File: src/rtl/memory_access.sv
// rtl/memory_access.sv - RV32I MEM stage: aligned loads/stores over a req/ack data port with wait states
// Optional misalignment trap build: define MEM_MISALIGN_TRAP_EN.
module memory_access #(
    parameter int OPERAND_WIDTH = 32,
    parameter int DATA_WIDTH    = 32
) (
    input  logic                     clk,
    input  logic                     rst,
    input  logic                     i_valid,
    input  logic [OPERAND_WIDTH-1:0] i_alu_result,
    input  logic [DATA_WIDTH-1:0]    i_rf_data2,
    input  logic [4:0]               i_rd,
    input  logic                     i_mem_read,
    input  logic                     i_mem_write,
    input  logic [2:0]               i_funct3,
    output logic                     o_stall,
    output logic                     dmem_req,
    output logic                     dmem_we,
    output logic [OPERAND_WIDTH-1:0] dmem_addr,
    output logic [DATA_WIDTH-1:0]    dmem_wdata,
    output logic [3:0]               dmem_be,
    input  logic                     dmem_ack,
    input  logic [DATA_WIDTH-1:0]    dmem_rdata,
    output logic                     o_valid,
    output logic [DATA_WIDTH-1:0]    o_result,
    output logic [4:0]               o_rd,
    output logic                     o_misaligned
);

    typedef enum logic {IDLE, REQ} state_t;

    state_t state, next_state;

    logic                     accept;
    logic                     is_mem;
    logic                     is_store;
    logic                     size_b;
    logic                     size_h;
    logic                     trap;
    logic [3:0]               be_calc;
    logic [DATA_WIDTH-1:0]    wdata_calc;

    logic [OPERAND_WIDTH-1:0] addr_q;
    logic [2:0]               funct3_q;
    logic [4:0]               rd_q;
    logic [7:0]               byte_lane;
    logic [15:0]              half_lane;
    logic [DATA_WIDTH-1:0]    load_data;

    // A store flag overrides a simultaneous load flag.
    assign is_mem   = i_mem_read | i_mem_write;
    assign is_store = i_mem_write;
    assign size_b   = ~i_funct3[1] & ~i_funct3[0];
    assign size_h   = ~i_funct3[1] &  i_funct3[0];

`ifdef MEM_MISALIGN_TRAP_EN
    assign trap = is_mem && (i_funct3[1] ? (i_alu_result[1:0] != 2'b00)
                                         : (i_funct3[0] & i_alu_result[0]));
`else
    assign trap = 1'b0;
`endif

    always_comb begin
        be_calc    = 4'b1111;
        wdata_calc = i_rf_data2;
        if (size_b) begin
            be_calc    = 4'b0001 << i_alu_result[1:0];
            wdata_calc = {4{i_rf_data2[7:0]}};
        end else if (size_h) begin
            be_calc    = 4'b0011 << {i_alu_result[1], 1'b0};
            wdata_calc = {2{i_rf_data2[15:0]}};
        end
    end

    always_ff @(posedge clk or posedge rst) begin
        if (rst) begin
            state <= IDLE;
        end else begin
            state <= next_state;
        end
    end

    always_comb begin
        next_state = state;
        o_stall    = 1'b0;
        accept     = 1'b0;
        case (state)
            IDLE: begin
                accept = i_valid;
                if (i_valid && is_mem && !trap) begin
                    next_state = REQ;
                end
            end
            REQ: begin
                o_stall = 1'b1;
                if (dmem_ack) begin
                    next_state = IDLE;
                end
            end
            default: next_state = IDLE;
        endcase
    end

    always_comb begin
        byte_lane = dmem_rdata[{addr_q[1:0], 3'b000} +: 8];
        half_lane = addr_q[1] ? dmem_rdata[31:16] : dmem_rdata[15:0];
        case (funct3_q)
            3'b000:  load_data = {{24{byte_lane[7]}}, byte_lane};
            3'b001:  load_data = {{16{half_lane[15]}}, half_lane};
            3'b100:  load_data = {24'h0, byte_lane};
            3'b101:  load_data = {16'h0, half_lane};
            default: load_data = dmem_rdata;
        endcase
    end

    // dmem_* are only rewritten on accept, so they stay stable for the whole request.
    always_ff @(posedge clk or posedge rst) begin
        if (rst) begin
            o_valid    <= 1'b0;
            o_result   <= '0;
            o_rd       <= '0;
            dmem_req   <= 1'b0;
            dmem_we    <= 1'b0;
            dmem_addr  <= '0;
            dmem_wdata <= '0;
            dmem_be    <= '0;
            addr_q     <= '0;
            funct3_q   <= '0;
            rd_q       <= '0;
        end else begin
            o_valid <= 1'b0;
            if (accept) begin
                if (!is_mem || trap) begin
                    o_valid  <= 1'b1;
                    o_result <= i_alu_result;
                    o_rd     <= i_rd;
                end else begin
                    addr_q     <= i_alu_result;
                    funct3_q   <= i_funct3;
                    rd_q       <= i_rd;
                    dmem_req   <= 1'b1;
                    dmem_we    <= is_store;
                    dmem_addr  <= {i_alu_result[OPERAND_WIDTH-1:2], 2'b00};
                    dmem_wdata <= wdata_calc;
                    dmem_be    <= be_calc;
                end
            end else if (state == REQ && dmem_ack) begin
                dmem_req <= 1'b0;
                o_valid  <= 1'b1;
                o_result <= dmem_we ? addr_q : load_data;
                o_rd     <= rd_q;
            end
        end
    end

`ifdef MEM_MISALIGN_TRAP_EN
    logic misaligned_q;

    always_ff @(posedge clk or posedge rst) begin
        if (rst) begin
            misaligned_q <= 1'b0;
        end else if (accept) begin
            misaligned_q <= trap;
        end
    end

    assign o_misaligned = misaligned_q;
`else
    assign o_misaligned = 1'b0;
`endif

endmodule

File: config.mk
export PLATFORM = sky130hd
export DESIGN_NAME = memory_access
export DESIGN_NICKNAME = d
export VERILOG_FILES = /design/src/rtl/memory_access.sv
export SDC_FILE = /design/constraint.sdc
export NUM_CORES = 1
export LEC_CHECK = 0
export CAP_MARGIN = 40
export CORE_MARGIN = 1.5
export CORE_UTILIZATION = 49
export DETAILED_ROUTE_END_ITERATION = 7
export PLACE_DENSITY_LB_ADDON = 0.15
export SLEW_MARGIN = 25
export SYNTH_ARGS = -nofsm -noshare
export SYNTH_HDL_FRONTEND = slang
export SYNTH_SLANG_ARGS = --single-unit
File: constraint.sdc
create_clock -name clk -period 11.7 [get_ports clk]
set_clock_uncertainty 0.1 [all_clocks]
set_input_delay 2.34 -clock clk [delete_from_list [all_inputs] [get_ports clk]]
set_output_delay 2.34 -clock clk [all_outputs]
set_load 0.005 [all_outputs]
==> flow_summary.toml <==
[grt]
antenna_found_initial = 0
grt_first_pass_wirelength_mm = 29.2
grt_pass1_vias = 5501
grt_overflow = 0
grt.total_usage = 0.287
grt_max_degree = 92

[placed_design]
hpwl_mm = 13.6
place_ws_ns = 6.08
gp_congestion = 0.912
io_buffers = 216

[timing]
finalSetupViolCount = 0
finalCritPeriodShare = 0.443
worst_slack_ns = 6.51
finalCriticalPeriod_ns = 5.19
max_freq_ghz = 0.193
setup_tns_ns = 0
worst_slew_pin_slew_ns = 0.815
relSlewSlack = 0.456
grt_setup_unrepaired = "no"
hold_violations = 0
slew_violations = 0

[yosys]
ys_seq_area_frac = 0.464
syn_avg_cell_area_um2 = 10.3
netlist_area_um2 = 6310
ys_types = 44
syn_inst = 611
synth_top_area_cell = "dfrtp_1"
synth_seq_cells = 117
yosys.area.top_type_share = 0.464
yosys-top-cells-area = "dfrtp_1, mux2_2, mux2i_1"
yosysWarningCount = 0

[power]
clkPwrFrac = 0.279
power_density_nw_per_um2 = 186
seq_power_share = 0.371
p_leak_nw = 3.58
switching_share = 0.300
p_comb_frac = 0.350
peakVddDrop_mv = 0.0974
switchingPower_w = 0.000496
internal_power_w = 0.00116

[setup_path]
startpoint_type = "primary input"
worstSetupEndpointType = "flop"
r2r_slack_ns = 8.49
arrival_ns = 5.40
reg2reg_from = "state"
critPathKind = "in -> reg"
r2r_end = "o_result[1]"
critPathRequiredTime_ns = 11.91
reg2reg_depth = 5
cp_max_fo = 43

[floorplanning]
die_w_um = 116
rows = 41
start_util = 0.502
pin_count = 220
core_um2 = 12600
die_h_um = 116
dieArea_um2 = 13600

[cells_and_area]
multi_input_area_um2 = 2910
drive_gt1_frac = 0.150
nets = 888
synthToLayoutAreaGrowth_pct = 41.0
antenna_cells = 0
layout_commonest_cell = "clkdlybuf4s50_1"
nFillCells = 961
final_cell_mix = "clkdlybuf4s50_1, dfrtp_1, nand2_1, mux2_2, nor2_1"
regArea_um2 = 2930
final_util = 0.708

[clock_tree]
cts.sinks = 117
clk_pin_slew_ns = 0.05
cts_setup_buffers = 0
clockBufferDepth = 2
cts_tree = "done"
cts-root-buf = "clkbuf_16"
htree_levels = 4
worst_skew_pair.late_latency_ns = 0.42
ctsHoldBuffers = 0
ctsResizeCount = 0
numCtsBuffers = 17

[route]
drc = 0
final_antenna_net_count = 0
viasPerCell = 5.90
wire_per_inst_um = 19.8
dr.pass1.iters = 5
vias = 5669
drtIter0Drc = 463
wirelength_mm = 19.1

[min_path]
hold_class = "reg -> reg"
hold_path_depth = 2
hold_path_end = "dmem_wdata[23]"
hold_start = "dmem_wdata[23]"

[job]
cap_violations = 0

[outcome]
status = "complete, no violations"
layer usage:
layer  vias up  track usage  share of wire
met5         -            0              0
met4         0        0.121          0.027
met3        51       0.0810          0.089
met2       323        0.465           0.49
met1      2764        0.362           0.40
li1       2531            -              -
kinds of logic (layout without fill, tap and decap cells):
group                  after synthesis  in the layout  share of synthesized area
buffers and inverters               87            263                     0.0778
other                                1              3                   0.000595
flip-flops                         117            117                      0.464
AO/OA/AOI/OAI                      161            161                      0.190
multiplexers                        87             87                      0.153
AND/OR/NAND/NOR                    158            158                      0.115
power groups by stage:
| stage | clock (W) | combinational [W] | sequential [W] |
|---|---|---|---|
| global route | 0.000484 | 0.000625 | 0.000626 |
| global placement | 0 | 0.000556 | 0.000612 |
| floorplan | 0 | 0.000294 | 0.000594 |
| CTS | 0.000468 | 0.000577 | 0.000612 |
| finish | 0.000461 | 0.000579 | 0.000614 |
| detailed placement | 0 | 0.000574 | 0.000616 |
metrics by stage:
step           instances  total power [W]  hold WS, ns  area, µm²
6_report             961          0.00165        0.378       8890
3_5_place_dp         928          0.00119        0.369       8310
5_1_grt              961          0.00174        0.402       8890
2_1_floorplan        613         0.000888        0.371       6310
3_3_place_gp         926          0.00117        0.361       8290
4_1_cts              958          0.00166        0.380       8830
sequential cells by signal (all words and copies together) (netlist names):
signal	cells
addr_q	32
dmem_be	4
dmem_req	1
dmem_wdata	32
dmem_we	1
funct3_q	3
o_rd	5
o_result	32
o_valid	1
rd_q	5
state	1
critical path, cell delays in order:
cell and delay (ns):
clkdlybuf4s50_1 0.47, or4b_1 0.82, and2_2 0.53, inv_2 0.68, o21ai_0 0.20, a221oi_1 0.33
final cells by class:
cell class                 count  area share
clock buffer                  26      0.0561
sequential                   117       0.329
timing repair buffer         228       0.258
clock inverter                 4     0.00253
inverter                       5     0.00239
tap                          172      0.0242
multi-input combinational    409       0.327
synthesized netlist by cell type:
master       n
dfrtp_1    117
mux2_2      54
nand2_1     54
nor2_1      52
buf_4       36
clkbuf_1    36
o21ai_0     33
mux2i_1     31
a22oi_1     23
o22ai_1     20
a21oi_1     17
a211oi_1    16
and3_1      16
o211ai_1    10
o22ai_2     10
a211oi_2     8
and2_1       8
nand3_1      8
o32ai_1      7
o2111a_1     6
or3_1        6
a31oi_1      5
buf_2        5
nand2b_1     4
buf_6        3
inv_1        3
and2_0       2
buf_1        2
mux4_2       2
nand3b_1     2
nor2b_1      2
a2111oi_4    1
a221oi_1     1
a22o_1       1
clkinv_1     1
conb_1       1
inv_2        1
nand4bb_1    1
nor3_1       1
nor3b_1      1
o21a_1       1
o21ai_1      1
o21ba_2      1
or4b_1       1
worst max-delay path by stage:
stage	startpoint	endpoint	slack (ns)	cells after the start
2_1_floorplan	rst	addr_q[0]	6.16	1
3_3_place_gp	i_mem_write	o_result[1]	5.94	6
3_5_place_dp	i_mem_write	o_result[1]	6.08	6
4_1_cts	i_mem_write	o_result[1]	6.52	6
5_1_grt	i_mem_write	o_result[1]	6.36	6
6_report	i_mem_write	o_result[1]	6.51	6
(Power assumes the default switching activity.)
